## src/rtl/mem_rr_arbiter_pkg.sv

```systemverilog
// Shared types and the round-robin pick helper for the scratch-memory arbiter.
package mem_arb_pkg;

    localparam int MAX_REQ = 4;
    localparam int IDXW = 2;

    typedef enum logic [1:0] {
        OP_READ  = 2'd0,
        OP_WRITE = 2'd1,
        OP_INC   = 2'd2,
        OP_RSVD  = 2'd3
    } op_e;

    typedef enum logic {
        S_IDLE = 1'b0,
        S_RMW  = 1'b1
    } fsm_e;

    typedef struct packed {
        logic            found;
        logic [IDXW-1:0] idx;
    } pick_t;

    // First valid index at or after ptr, wrapping modulo n.
    function automatic pick_t rr_pick(
        input logic [MAX_REQ-1:0] valid,
        input logic [IDXW-1:0]    ptr,
        input int                 n
    );
        pick_t r;
        int    j;
        r = '0;
        for (int k = 0; k < MAX_REQ; k++) begin
            j = (int'(ptr) + k) % n;
            if (k < n && !r.found && valid[j]) begin
                r.found = 1'b1;
                r.idx   = IDXW'(j);
            end
        end
        return r;
    endfunction

endpackage

```

## src/rtl/mem_rr_arbiter_if.sv

```systemverilog
// Request/response bundle between requesters and the memory arbiter.
interface mem_rr_arbiter_if #(
    parameter int NREQ = 2,
    parameter int AW   = 2,
    parameter int DW   = 8
);
    logic [NREQ-1:0]    req_valid;
    logic [2*NREQ-1:0]  req_op;
    logic [AW*NREQ-1:0] req_addr;
    logic [DW*NREQ-1:0] req_wdata;
    logic [NREQ-1:0]    req_ready;
    logic [NREQ-1:0]    rsp_valid;
    logic [DW-1:0]      rsp_rdata;
    logic [31:0]        grant_count;

    modport master (
        output req_valid, req_op, req_addr, req_wdata,
        input  req_ready, rsp_valid, rsp_rdata, grant_count
    );

    modport slave (
        input  req_valid, req_op, req_addr, req_wdata,
        output req_ready, rsp_valid, rsp_rdata, grant_count
    );
endinterface

```

## src/rtl/mem_rr_arbiter_picker.sv

```systemverilog
// Combinational round-robin priority select.
module rr_picker
    import mem_arb_pkg::*;
#(
    parameter  int NREQ = 2,
    localparam int PW   = $clog2(NREQ)
) (
    input  logic [NREQ-1:0] valid,
    input  logic [PW-1:0]   ptr,
    output logic [PW-1:0]   idx,
    output logic            found
);
    pick_t pick;

    assign pick  = rr_pick(MAX_REQ'(valid), IDXW'(ptr), NREQ);
    assign found = pick.found;
    assign idx   = PW'(pick.idx);
endmodule

```

## src/rtl/mem_rr_arbiter.sv

```systemverilog
// Round-robin arbiter sharing one preloaded scratch memory,
// with READ, WRITE and single-cycle read-modify-write INC.
module mem_rr_arbiter
    import mem_arb_pkg::*;
#(
    parameter  int          NREQ      = 2,
    parameter  int          DEPTH     = 4,
    parameter  int          DW        = 8,
    parameter  int unsigned INIT_BASE = 32'h10,
    localparam int          AW        = $clog2(DEPTH),
    localparam int          PW        = $clog2(NREQ)
) (
    input logic            clk,
    input logic            rst,
    mem_rr_arbiter_if.slave bus
);
    typedef logic [DEPTH-1:0][DW-1:0] mem_t;

    function automatic mem_t init_mem();
        mem_t m;
        for (int i = 0; i < DEPTH; i++) m[i] = DW'(INIT_BASE * (i + 1));
        return m;
    endfunction

    function automatic logic in_range(input logic [AW-1:0] a);
        return int'(a) < DEPTH;
    endfunction

    // Power-up contents only; reset deliberately leaves memory alone.
    mem_t mem = init_mem();

    fsm_e            state_q, state_d;
    logic [PW-1:0]   ptr_q, win, rmw_idx;
    logic            found, grant;
    op_e             win_op;
    logic [AW-1:0]   win_addr, rmw_addr;
    logic [DW-1:0]   win_wdata, win_rd, rmw_rd, rdata_q;
    logic [NREQ-1:0] win_oh, rsp_q;
    logic [31:0]     count_q;
    logic [NREQ-1:0] ready, rsp_valid;
    logic [DW-1:0]   rsp_rdata;

    rr_picker #(.NREQ(NREQ)) u_pick (
        .valid (bus.req_valid),
        .ptr   (ptr_q),
        .idx   (win),
        .found (found)
    );

    assign win_op    = op_e'(bus.req_op[int'(win)*2 +: 2]);
    assign win_addr  = bus.req_addr[int'(win)*AW +: AW];
    assign win_wdata = bus.req_wdata[int'(win)*DW +: DW];
    assign win_rd    = in_range(win_addr) ? mem[win_addr] : '0;
    assign rmw_rd    = in_range(rmw_addr) ? mem[rmw_addr] : '0;
    assign win_oh    = NREQ'(1) << win;
    assign grant     = found && (state_q == S_IDLE) && !rst;

    always_comb begin
        state_d   = state_q;
        ready     = '0;
        rsp_valid = '0;
        rsp_rdata = rdata_q;
        unique case (state_q)
            S_IDLE: begin
                rsp_valid = rsp_q;
                if (grant) begin
                    ready = win_oh;
                    if (win_op == OP_INC) state_d = S_RMW;
                end
            end
            S_RMW: begin
                rsp_valid = NREQ'(1) << rmw_idx;
                rsp_rdata = rmw_rd;
                state_d   = S_IDLE;
            end
            default: state_d = S_IDLE;
        endcase
        // Reset in the RMW cycle suppresses the response too.
        if (rst) begin
            ready     = '0;
            rsp_valid = '0;
            rsp_rdata = '0;
        end
    end

    assign bus.req_ready   = ready;
    assign bus.rsp_valid   = rsp_valid;
    assign bus.rsp_rdata   = rsp_rdata;
    assign bus.grant_count = count_q;

    always_ff @(posedge clk) begin
        if (!rst) begin
            if (grant && win_op == OP_WRITE && in_range(win_addr))
                mem[win_addr] <= win_wdata;
            if (state_q == S_RMW && in_range(rmw_addr))
                mem[rmw_addr] <= rmw_rd + DW'(1);
        end
    end

    always_ff @(posedge clk) begin
        if (rst) begin
            state_q  <= S_IDLE;
            ptr_q    <= '0;
            count_q  <= '0;
            rsp_q    <= '0;
            rdata_q  <= '0;
            rmw_idx  <= '0;
            rmw_addr <= '0;
        end else begin
            state_q <= state_d;
            rsp_q   <= '0;
            if (state_q == S_RMW) rdata_q <= rmw_rd;
            if (grant) begin
                ptr_q   <= (int'(win) == NREQ - 1) ? '0 : win + PW'(1);
                count_q <= count_q + 32'd1;
                case (win_op)
                    OP_WRITE: begin
                        rsp_q   <= win_oh;
                        rdata_q <= win_wdata;
                    end
                    OP_INC: begin
                        rmw_idx  <= win;
                        rmw_addr <= win_addr;
                    end
                    default: begin
                        rsp_q   <= win_oh;
                        rdata_q <= win_rd;
                    end
                endcase
            end
        end
    end
endmodule

```

## src/flat_wrapper.sv

```systemverilog
// flat-port wrapper written by rule: the top's interface ports become plain ports
module mem_rr_arbiter_flat import mem_arb_pkg::*;
#(
    parameter  int          NREQ      = 2,
    parameter  int          DEPTH     = 4,
    parameter  int          DW        = 8,
    parameter  int unsigned INIT_BASE = 32'h10,
    localparam int          AW        = $clog2(DEPTH),
    localparam int          PW        = $clog2(NREQ)
)
  (clk, rst, bus_req_valid, bus_req_op, bus_req_addr, bus_req_wdata, bus_req_ready, bus_rsp_valid, bus_rsp_rdata, bus_grant_count);
  mem_rr_arbiter_if #(.NREQ(NREQ), .AW(2), .DW(DW)) bus_i ();
  input logic clk;
  input logic rst;
  input wire logic [$bits(bus_i.req_valid)-1:0] bus_req_valid;
  input wire logic [$bits(bus_i.req_op)-1:0] bus_req_op;
  input wire logic [$bits(bus_i.req_addr)-1:0] bus_req_addr;
  input wire logic [$bits(bus_i.req_wdata)-1:0] bus_req_wdata;
  output wire logic [$bits(bus_i.req_ready)-1:0] bus_req_ready;
  output wire logic [$bits(bus_i.rsp_valid)-1:0] bus_rsp_valid;
  output wire logic [$bits(bus_i.rsp_rdata)-1:0] bus_rsp_rdata;
  output wire logic [$bits(bus_i.grant_count)-1:0] bus_grant_count;
  assign bus_i.req_valid = bus_req_valid;
  assign bus_i.req_op = bus_req_op;
  assign bus_i.req_addr = bus_req_addr;
  assign bus_i.req_wdata = bus_req_wdata;
  assign bus_req_ready = bus_i.req_ready;
  assign bus_rsp_valid = bus_i.rsp_valid;
  assign bus_rsp_rdata = bus_i.rsp_rdata;
  assign bus_grant_count = bus_i.grant_count;
  mem_rr_arbiter #(.NREQ(NREQ), .DEPTH(DEPTH), .DW(DW), .INIT_BASE(INIT_BASE)) u_core (.clk(clk), .rst(rst), .bus(bus_i));
endmodule
```

## config.mk

```make
export PLATFORM = sky130hd
export DESIGN_NAME = mem_rr_arbiter_flat
export DESIGN_NICKNAME = d
export VERILOG_FILES = /design/src/rtl/mem_rr_arbiter_pkg.sv /design/src/rtl/mem_rr_arbiter_if.sv /design/src/rtl/mem_rr_arbiter_picker.sv /design/src/rtl/mem_rr_arbiter.sv /design/src/flat_wrapper.sv
export SDC_FILE = /design/constraint.sdc
export NUM_CORES = 1
export LEC_CHECK = 0
export CORE_MARGIN = 5
export CORE_UTILIZATION = 40
export CTS_CLUSTER_DIAMETER = 60
export CTS_CLUSTER_SIZE = 8
export DETAILED_ROUTE_END_ITERATION = 10
export HOLD_SLACK_MARGIN = 0.15
export SYNTH_ARGS = -nofsm -noshare
export SYNTH_HDL_FRONTEND = slang
export SYNTH_SLANG_ARGS = --single-unit
```

## constraint.sdc

```tcl
create_clock -name clk -period 4.2 [get_ports clk]
set_input_delay 1.26 -clock clk [delete_from_list [all_inputs] [get_ports clk]]
set_output_delay 1.26 -clock clk [all_outputs]
set_load 0.005 [all_outputs]
```

======== Word level (Yosys, flattened, before mapping) ========
Index checks and enable logic that the tools add are counted.
cells by class
  add/sub/neg operators ................... 4
  order comparisons ....................... 6
  eq/ne operators ......................... 2
  shift operators ......................... 5
  mux-type cells .......................... 33
  bitwise gates (word level) .............. 3
  reductions and logical operators ........ 10
operators by type and width
  operator                                                                             count
  32-bit two-way mux                                                                   3
  32-bit bitwise mux                                                                   2
  8-bit two-way mux                                                                    7
  32-bit by 1-bit adder with 32-bit output, second input constant                      1
  8-bit binary-select mux with 2-bit select                                            2
  8-bit demux with 2-bit select                                                        2
  8-bit case mux with 2 select lines                                                   1
  16-bit by 5-bit variable part select with 8-bit output                               1
  8-bit by 1-bit adder with 8-bit output, second input constant                        1
  2-bit two-way mux                                                                    4
  4-bit by 3-bit variable part select with 2-bit output                                2
  1-bit two-way mux                                                                    7
  1-bit logical AND                                                                    6
  2-bit by 3-bit less-than comparator with 1-bit output, second input constant         2
  3-bit two-way mux                                                                    2
  2-bit by 1-bit greater-or-equal comparator with 1-bit output, second input constant  2
  2-bit by 4-bit less-than comparator with 1-bit output, second input constant         1
  2-bit case mux with 2 select lines                                                   1
  1-bit by 1-bit left shift with 2-bit output, first input constant                    2
  1-bit by 3-bit less-than comparator with 1-bit output, second input constant         1
  3-bit OR reduction                                                                   1
  1-bit adder, second input constant                                                   2
  1-bit binary-select mux with 2-bit select                                            1
  2-bit by 1-bit equality test with 1-bit output, second input constant                1
  6 further kinds                                                                      8
storage, ports and cells
  register bits ........................... 79
  bits of input ports ..................... 28
  output and inout bits ................... 44
  logic and storage cells ................. 74

======== Depth between registers and ports, before layout ========
Gate-level depths: netlist of the first run.
  depth after elaboration ................. 17
  depth in mapped cells ................... 11
  gate-level depth less buffers ........... 8

======== Modules after synthesis ========
Synthesis of the first run repeated with hierarchy kept, for this count alone.
unflattened totals
  cell total of the unflattened synthesis .. 450
  area total of the unflattened synthesis .. 4713.3 µm²
modules (own cells, without submodules)
  module          instances  cells each  area an instance (µm²)  sequential area each (µm²)
  mem_rr_arbiter  1          447         4695.8                  1901.8
  rr_picker       1          3           17.5                    0.0

======== Worst setup path before layout of the first run ========
Ideal clock, no wire load.
  path kind ............................... input to output
  from .................................... input port rst
  to ...................................... output port bus_req_ready[1]
  arrival time ............................ 2497 ps
  data required time ...................... 2940 ps
  setup slack ............................. 443 ps
  stages .................................. 4
  path buffers ............................ 1
  cells stage by stage .................... inv_1 > nand2b_4 > clkbuf_1 > nor2_1
between the ends
  longest elaborated chain between the ends .. 5
RTL lines
  what                 RTL line              RTL
  start, declared      flat_wrapper.sv:14    input logic rst;
  1-bit zero test      mem_rr_arbiter.sv:56  assign grant = found && (state_q == S_IDLE) && !rst;
  1-bit logical AND    mem_rr_arbiter.sv:56
  2-bit two-way mux    mem_rr_arbiter.sv:66  if (grant) begin
  2-bit two-way mux    mem_rr_arbiter.sv:63  unique case (state_q)
  2-bit two-way mux *  mem_rr_arbiter.sv:79  if (rst) begin
  end, declared        flat_wrapper.sv:19    output wire logic [$bits(bus_i.req_ready)-1:0] bus_req_ready;
Mark *: on every way between the ends. The rest lies on a longest branch, timed or not.

======== Worst setup path in the final report of the first run ========
  from .................................... input port bus_req_valid[0]
  to ...................................... output port bus_req_ready[0]
between the ends
  longest elaborated chain between the ends .. 11
  elaborated cells on any way between the ends .. 15
  those cells by class .................... shift: 1; mux: 10; reduce/logical: 4
RTL lines
  what                                                  RTL line                  RTL
  start, declared                                       flat_wrapper.sv:15        input wire logic [$bits(bus_i.req_valid)-1:0] bus_req_valid;
  1-bit two-way mux (implied by the code) (2 in a row)  mem_rr_arbiter_pkg.sv:35  if (k < n && !r.found && valid[j]) begin
  3-bit two-way mux                                     mem_rr_arbiter_pkg.sv:35
  1-bit zero test                                       mem_rr_arbiter_pkg.sv:35
  1-bit logical AND                                     mem_rr_arbiter_pkg.sv:35
  3-bit two-way mux *                                   mem_rr_arbiter_pkg.sv:35
  1-bit logical AND (2 in a row)                        mem_rr_arbiter.sv:56
  2-bit two-way mux *                                   mem_rr_arbiter.sv:66
  2-bit two-way mux *                                   mem_rr_arbiter.sv:63
  2-bit two-way mux *                                   mem_rr_arbiter.sv:79
Mark *: on every way between the ends. The rest lies on a longest branch, timed or not. The select of a mux whose other input is x is not followed.

==> impl_results.md, run 1 <==
- Run status: complete, no violations
- Syn_nets: approximately 470
- Rel. slew slack: 33.3%
- Final Util: around half
- Setup bufs post-CTS: 0
- VDD IR max: roughly 0.00016 V
- DRT iter0 DRCs: ~250
- H-tree level count: 3
- Period utilization: 96.8%
- Hold-fix buffers at CTS: 0
- N_diodes: 0
- Clock latency on the worst-skew pair: 0.35 ns
- Leak Pwr: ~2.4 nW
- P&R area growth vs syn: 25.1%
- Final Worst Setup Slack: 0.135 ns
- PwrDens: roughly 350 nW/um^2
- Syn. warnings: 0
- Synth unique cells: between 50 and 60
- Input/output buffers: 71
- Count of flip-flops with a built-in enable after synthesis: 32
- Setup violators final: 0
- Power Total: between 2 and 2.5 mW
- Max Clock Freq: roughly 250 MHz
- Required @ worst endpoint: around 2.9 ns
- Critical path class: in -> out
- Pins Over Slew Limit: 0
- Hold Vio Cnt, Final: 0
- Die ar.: 14100 um^2
- Max Cap Viol: 0
- Clock tree buffer depth: 2
- GP Congestion: ~0.79
- Number of CTS-inserted buffers: 9
- CP arrival: 2.81 ns
- NetSw: about 570 uW
- Global Route Usage Sum: 18.5%
- Synthesized area: around 4700 um^2
- Vias: about 3700
- Fillers: between 1000 and 1500
- Critical path fanouts, max: 6
- Die width: 119 um
- Pre-CTS WS: roughly 0.13 ns
- Cells after Synth: about 440
- Remaining DRCs: 0
- Routed Antenna Nets: 0
- RSZ-0062 raised after global routing: no
- Grt ovf: 0
- Internal Power: ~1.5 mW
- CTS resizes: 0
- Initial antenna violation count: 0
- Final instance area: 5940 um^2
- DR WL/cell: 19.5 um
- #FFs+latches synth: 79
- Sequential share of the synthesized area: 40.1%
- Clk root buf: clkbuf_16
- First-pass DRT Iterations: 4
- Die span in y: 119 um
- Part of the power in registers: a little over two fifths
- CP Capture Type: primary output
- Clock group share of total power: between 30% and 40%
- Routed Wire Length: about 13 mm
- Layout cells sized above 1: 14.2%
- Hold WC Path Type: reg -> reg
- Fin Clk Skew: between 0.01 and 0.015 ns
- Setup TNS: 0 ns
- Number of global-route vias before repair: approximately 3800
- CTS sink cnt: 79
- Final #Nets: between 500 and 600
- Largest net degree at the start of global routing: 37
- Post-synth ARST share: 0%
- Vias/cell: ~5.6
- Switching part of the total: a little over a quarter
- Initial core utilization: around two fifths
- Placed cell areas: between 5000 and 6000 um^2
- First-pass GRT wire length: 20.7 mm
- I/O pin cnt: just over 70
- Actual slew at the worst max-slew pin: 0.998 ns
- Avg Cell Area, Syn: around 11 um^2
- CTS tree: done
- CP Launch Type: primary input
- Rows: 39
- Ys flop type: dfxtp_1
- Placeable core area: roughly 12000 um^2
- DP HPWL: between 8 and 9 mm
- Worst-path clk slew: ~0.06 ns
- Logic pwr share: between 10% and 20%
- Tmin final: between 4 and 5 ns
## registers in the layout, summed over array words and instances (netlist names)
name and flops:
u_core.bus.grant_count 32, u_core.mem 32, u_core.ptr_q 1, u_core.rdata_q 8
u_core.rmw_addr 2, u_core.rmw_idx 1, u_core.rsp_q 2, u_core.state_q 1
## worst paths after layout
kind	cells past startpoint	end	startpoint	slack [ns]
worst max register to register	5	u_core.mem[22]	u_core.rmw_addr[0]	1.53
worst min-delay path	2	u_core.rmw_idx	u_core.rmw_idx	0.53
worst max-delay path	5	bus_req_ready[0]	bus_req_valid[0]	0.13
worst min register to register	2	u_core.rmw_idx	u_core.rmw_idx	0.53
## synthesized netlist by cell type, types with 3 or more instances
cell type | number | area, um^2
a21oi_1 | 11 | 55.1
a22oi_1 | 8 | 60.1
and2_1 | 3 | 18.8
and3_1 | 11 | 68.8
and4_1 | 4 | 35.0
buf_1 | 3 | 11.3
buf_6 | 3 | 33.8
clkbuf_1 | 11 | 41.3
dfxtp_1 | 47 | 941
edfxtp_1 | 32 | 961
ha_1 | 4 | 50.1
inv_1 | 7 | 26.3
mux2_2 | 13 | 146
mux2i_1 | 79 | 791
mux4_2 | 8 | 180
nand2_1 | 17 | 63.8
nand2b_1 | 3 | 18.8
nand3_1 | 13 | 65.1
nand4_1 | 7 | 43.8
nor2_1 | 47 | 176
nor2b_1 | 4 | 25.0
o211ai_1 | 9 | 67.6
o21ai_1 | 6 | 30.0
o21ai_4 | 3 | 48.8
o22ai_1 | 8 | 50.1
o2bb2ai_1 | 8 | 70.1
xnor2_1 | 10 | 87.6
xor2_1 | 24 | 210
## cells by family (layout without fill, tap and decap cells)
logic type	Yosys count	after routing	share of synthesized area, %
mux	104	104	24.7
simple gates	126	126	15.1
buf+inv	29	109	2.98
flops	79	79	40.1
fa+ha+maj	4	4	1.05
xor+xnor	36	36	6.96
compound gates	57	57	9.17
## cell usage in the layout, fill, tap and decap left out, types with 6 or more instances in the layout
| cell type | count |
|---|---|
| mux2i_1 | 79 |
| a22oi_1 | 8 |
| nand2_1 | 17 |
| dfxtp_1 | 47 |
| mux4_2 | 8 |
| inv_1 | 8 |
| xor2_1 | 24 |
| nand3_1 | 13 |
| nor2_1 | 47 |
| o2bb2ai_1 | 8 |
| o211ai_1 | 9 |
| and3_1 | 11 |
| o22ai_1 | 8 |
| xnor2_1 | 10 |
| edfxtp_1 | 32 |
| mux2_2 | 13 |
| a21oi_1 | 11 |
| o21ai_1 | 6 |
| clkbuf_16 | 10 |
| nand4_1 | 7 |
| clkdlybuf4s50_1 | 70 |
| buf_4 | 14 |
## metal layers
metal	track usage, %	vias to the layer above	wire length, um
li1	-	1767	-
met5	0	-	0
met2	30.0	121	5940
met1	24.5	1810	5810
met3	4.03	13	926
met4	6.23	0	157
## critical path: stages
cell             delay, ns
clkdlybuf4s50_1       0.56
inv_2                 0.08
o21ai_4               0.21
and2_1                0.18
clkdlybuf4s50_1       0.51
## area by class of cell
class	count	area [um^2]	area share (%)
clock buffer	10	250	4.21
clock inverter	6	63.8	1.07
inverter	8	30.0	0.506
multi-input combinational	327	2700	45.5
sequential	79	1900	32.0
tap	143	179	3.01
timing repair buffer	85	811	13.7
## stage by stage
stage	hold WS [ns]	std cells
5_1_grt	0.564	658
3_3_place_gp	0.495	642
3_5_place_dp	0.512	642
2_1_floorplan	0.476	435
6_report	0.528	658
4_1_cts	0.527	658
## power by group through the flow
stage                     Sequential, mW  Clock (mW)  Combinational (mW)
final                              0.886       0.830               0.382
after global placement             0.901           0               0.376
after detailed placement           0.903           0               0.380
after global routing               0.892       0.873               0.416
after CTS                          0.886       0.844               0.382
after floorplan                    0.885           0               0.259
Power figures use the tool's default switching activity.
==> run 2: changes to the inputs <==
--- a/config.mk
+++ b/config.mk
@@ -5,7 +5,7 @@
 export SDC_FILE = /design/constraint.sdc
 export NUM_CORES = 1
 export LEC_CHECK = 0
-export CORE_MARGIN = 5
+export CORE_MARGIN = 4
 export CORE_UTILIZATION = 40
 export CTS_CLUSTER_DIAMETER = 60
 export CTS_CLUSTER_SIZE = 8
==> run 2 against run 1 <==
Effect of this change:
- critical path depth stayed put
- setup slack improved by 0.082 ns
- clock skew down 0.00054 ns
- highest routed layer unchanged
- largest power group unchanged
==> impl_results.md, run 2 (synthesized netlist as in run 1, its figures left out) <==
- Pre-CTS WS: between 0.2 and 0.25 ns
- Clk root buf: clkbuf_16
- Placeable core area: around 12000 um^2
- PwrDens: 349 nW/um^2
- First-pass GRT wire length: just over 20 mm
- Setup violators final: 0
- Die ar.: about 14000 um^2
- VDD IR max: roughly 0.00019 V
- Rel. slew slack: a little over two fifths
- DRT iter0 DRCs: 266
- I/O pin cnt: 72
- Final hold slack: between 0.5 and 0.6 ns
- Most frequent cells in the layout: mux2i_1 (79), clkdlybuf4s50_1 (70), nor2_1 (47), dfxtp_1 (47), edfxtp_1 (32)
- DP HPWL: slightly above 9 mm
- Final #Nets: 543
- Leading cell type in the layout, fill and taps excluded: mux2i_1
- Required @ worst endpoint: roughly 2.9 ns
- DR WL/cell: between 15 and 20 um
- Run status: complete, no violations
- CTS tree: done
- Remaining DRCs: 0
- CTS sink cnt: 79
- Global Route Usage Sum: roughly 20%
- Area of the multi-input gates: 2700 um^2
- Largest net degree at the start of global routing: 37
- Die width: ~120 um
- Number of global-route vias before repair: about 3600
- Layout cells sized above 1: around 14%
- N_diodes: 0
- Setup TNS: 0 ns
- Fin Clk Skew: around 0.010 ns
- Fillers: about 1100
- Actual slew at the worst max-slew pin: 0.839 ns
- Period utilization: between 90 and 100%
- Clock latency on the worst-skew pair: 0.35 ns
- Clock tree buffer depth: 2
- Grt ovf: 0
- Routed Antenna Nets: 0
- Leak Pwr: between 2 and 2.5 nW
- Critical path fanouts, max: 4
- Vias: 3703
- Pins Over Slew Limit: 0
- RSZ-0062 raised after global routing: no
- Final Worst Setup Slack: about 0.22 ns
- First-pass DRT Iterations: 4
- Critical path class: in -> out
- Reg area: between 1500 and 2000 um^2
- Tmin final: about 4 ns
- Worst-path clk slew: 0.06 ns
- Initial core utilization: about two fifths
- Die span in y: between 100 and 150 um
- Hold-fix buffers at CTS: 0
- Initial antenna violation count: 0
- Input/output buffers: roughly 70
- CP Launch Type: primary input
- Number of CTS-inserted buffers: 9
- Setup bufs post-CTS: 0
- H-tree level count: 3
- Rows: 39
- Max Cap Viol: 0
- P&R area growth vs syn: 24.9%
- Hold WC Path Type: reg -> reg
- Hold Vio Cnt, Final: 0
- Max Clock Freq: between 200 and 300 MHz
- CTS resizes: 0
- GP Congestion: 0.869
- CP arrival: 2.72 ns
- Routed Wire Length: ~13 mm
- Vias/cell: between 5 and 6
- CP Capture Type: primary output
[run 2: changes by cell type in the layout (fill, tap and decap cells not counted), sizes merged]
cell,previous run,this run
buf,15,16
inv,12,9
clkbuf,10,14
bufinv,1,0
[run 2: path summary, 6_finish.rpt]
| path | endpoint | cells after the start | startpoint | slack, ns |
|---|---|---|---|---|
| worst min register to register | u_core.rmw_idx | 2 | u_core.rmw_idx | 0.51 |
| worst min-delay path | u_core.rmw_idx | 2 | u_core.rmw_idx | 0.51 |
| worst max-delay path | bus_req_ready[0] | 5 | bus_req_valid[0] | 0.22 |
| worst max register to register | u_core.mem[20] | 5 | u_core.rmw_addr[0] | 1.52 |
[run 2: cell type report]
type / instances / area share, %
Multi-Input combinational cell: 327 / 45.6
Sequential cell: 79 / 32.1
Timing Repair Buffer: 86 / 13.8
Clock buffer: 14 / 4.83
Tap cell: 143 / 3.02
Inverter: 8 / 0.506
Clock inverter: 2 / 0.190
[run 2: critical path, stage by stage]
cell	delay [ns]
clkdlybuf4s50_1	0.56
inv_2	0.08
o21ai_4	0.16
and2_1	0.16
clkdlybuf4s50_1	0.50
[run 2: power breakdown]
| part | leakage [nW] | internal, mW | switching [mW] |
|---|---|---|---|
| sequential | 0.695 | 0.849 | 0.0385 |
| clock | 0.147 | 0.473 | 0.324 |
| combinational | 1.54 | 0.179 | 0.207 |
[run 2: routing by layer]
metal  GRT usage, %  up-vias  part of all wire (%)
met4           4.66        0                  0.91
met2           30.9      102                    47
met3           4.58       10                   6.0
met1           27.5     1819                    46
li1               -     1772                     -
met5              0        -                     0
[run 2: stage by stage]
step	utilization, %	total power [mW]	std cells	cell area [um^2]
5_1_grt	51.5	2.15	659	5930
3_5_place_dp	48.9	1.29	643	5630
3_3_place_gp	48.9	1.28	643	5630
4_1_cts	51.5	2.08	659	5930
6_report	51.5	2.07	659	5930
2_1_floorplan	-	1.14	435	4750
==> run 3: changes to the inputs <==
--- a/config.mk
+++ b/config.mk
@@ -6,7 +6,7 @@
 export NUM_CORES = 1
 export LEC_CHECK = 0
 export CORE_MARGIN = 4
-export CORE_UTILIZATION = 40
+export CORE_UTILIZATION = 28
 export CTS_CLUSTER_DIAMETER = 60
 export CTS_CLUSTER_SIZE = 8
 export DETAILED_ROUTE_END_ITERATION = 10
==> run 3 against run 2 <==
Effect of this change:
- clock power is 1% higher
- largest power group unchanged
- combinational power is essentially flat
- cell count increased by 12%
- non-clock buffer count increased by 3
- flip-flop and latch count stayed put
- final area up 2.2%
- critical path depth unchanged
- power rose by 0.57%
- worst hold slack better by 0.0084 ns
==> impl_results.md, run 3 (synthesized netlist as in run 1, its figures left out) <==
- Pins Over Slew Limit: 0
- CTS resizes: 0
- Max Cap Viol: 0
- Rel. slew slack: a little under half
- RSZ-0062 raised after global routing: no
- Die width: approximately 140 um
- Leading cell type in the layout, fill and taps excluded: mux2i_1
- RR Endpoint: u_core.mem[28]
- Clock tree buffer depth: 2
- CTS tree: done
- Largest net degree at the start of global routing: 37
- Number of global-route vias before repair: roughly 3800
- DRT iter0 DRCs: ~200
- Reg area: around 1900 um^2
- Routed Wire Length: between 10 and 15 mm
- Critical path class: in -> out
- Period utilization: between 90% and 100%
- Final #Nets: between 500 and 600
- Vias: approximately 3800
- VDD IR max: between 0.00015 and 0.0002 V
- CP Buf/Inv Count: 3
- Grt ovf: 0
- Vias/cell: a little over 5
- GP Congestion: 0.823
- Leak Pwr: 2.41 nW
- Global Route Usage Sum: about 14%
- CP Capture Type: primary output
- Crit-path max cell delay: 0.57 ns
- Critical path fanouts, max: 6
- Die ar.: approximately 19000 um^2
- First-pass GRT wire length: approximately 22 mm
- Hold Path End: u_core.bus.grant_count[31]
- Crit-path leading delay family: buffers and inverters
- Required @ worst endpoint: slightly below 3 ns
- Hold Crit Start: u_core.bus.grant_count[31]
- I/O pin cnt: 72
- Number of CTS-inserted buffers: 9
- Setup TNS: 0 ns
- Actual slew at the worst max-slew pin: 0.799 ns
- DR WL/cell: 18.1 um
- Most frequent cells in the layout: mux2i_1 (79), clkdlybuf4s50_1 (70), nor2_1 (47), dfxtp_1 (47), edfxtp_1 (32)
- Area of the multi-input gates: between 2000 and 3000 um^2
- Remaining DRCs: 0
- Placeable core area: around 17000 um^2
- Cells along the critical path: clkdlybuf4s50_1 -> inv_2 -> o21ai_4 -> and2_1 -> clkdlybuf4s50_1
- Hold Vio Cnt, Final: 0
- Hold WC Path Type: reg -> reg
- DP HPWL: approximately 9.5 mm
- CP arrival: about 2.8 ns
- Routed Antenna Nets: 0
- Fillers: around 1600
- First-pass DRT Iterations: 7
- Reg2Reg Depth: 5
- Clk root buf: clkbuf_16
- Initial core utilization: between 20% and 30%
- N_diodes: 0
- Setup bufs post-CTS: 0
- Fin Clk Skew: 0.00714 ns
- Die span in y: about 140 um
- Initial antenna violation count: 0
- Tmin final: between 4 and 5 ns
- Worst-path clk slew: roughly 0.060 ns
- Cell mode on critical path: clkdlybuf4s50_1
- Rows: 47
- Run status: complete, no violations
- Layout cells sized above 1: between 10 and 15%
- CTS sink cnt: slightly below 80
- Hold path cells: 2
- CP Launch Type: primary input
- R2R setup slack: 1.53 ns
- Input/output buffers: between 70 and 80
- H-tree level count: 3
- Setup violators final: 0
- Max Clock Freq: between 200 and 250 MHz
- P&R area growth vs syn: 27.7%
- Final hold slack: 0.523 ns
- Clock latency on the worst-skew pair: about 0.34 ns
- PwrDens: roughly 340 nW/um^2
- Hold-fix buffers at CTS: 0
- Critical-path top delay cell: clkdlybuf4s50_1
- R2R Path Start: u_core.rmw_addr[0]
## run 3: changes by cell type in the layout (fill, tap and decap cells not counted)
cell      delta
clkinv_2     +1
buf_4        +3
inv_6        +1
inv_4        -1
clkbuf_8     +1
clkbuf_1     -2
## run 3: area by class of cell
type                       instances  area share, %
inverter                           8          0.495
timing repair buffer              89           13.9
clock inverter                     3          0.310
tap                              220           4.54
clock buffer                      13           4.83
multi-input combinational        327           44.6
sequential                        79           31.4
## run 3: tightest hold or removal path, cell delays in order (launching register included)
cell and delay (ns):
dfxtp_1 0.35, xor2_1 0.07, nor2_1 0.07
## run 3: worst max-delay path by stage
stage	startpoint	to	slack [ns]	depth (start not counted)
after CTS	bus_req_valid[0]	bus_req_ready[0]	0.11	5
after global placement	bus_req_valid[0]	bus_req_ready[0]	0.19	5
final	bus_req_valid[0]	bus_req_ready[0]	0.11	5
after detailed placement	bus_req_valid[0]	bus_req_ready[0]	0.12	5
after global routing	bus_req_valid[0]	bus_req_ready[0]	0.02	5
after floorplan	rst	bus_req_ready[1]	0.44	4
## run 3: stage by stage
step	cells	setup slack, ns	cell area (um^2)	util, %	power [mW]
after global placement	723	0.187	5750	34.7	1.28
after floorplan	435	0.443	4750	-	1.14
final	739	0.113	6060	36.6	2.08
after CTS	739	0.105	6060	36.6	2.10
after global routing	739	0.0157	6060	36.6	2.17
after detailed placement	723	0.118	5750	34.7	1.29
## run 3: per-layer routing
metal	global-route usage [%]	share of wire (%)	wire length [um]	up-vias
met3	2.94	6.1	817	16
met1	18.6	45	5970	1858
met4	3.90	1.4	188	0
li1	-	-	-	1767
met2	23.0	48	6370	113
met5	0	0	0	-
## run 3: power by group
group | switching [mW] | internal [mW]
combinational | 0.209 | 0.180
clock | 0.317 | 0.489
sequential | 0.0376 | 0.849
total | 0.563 | 1.52
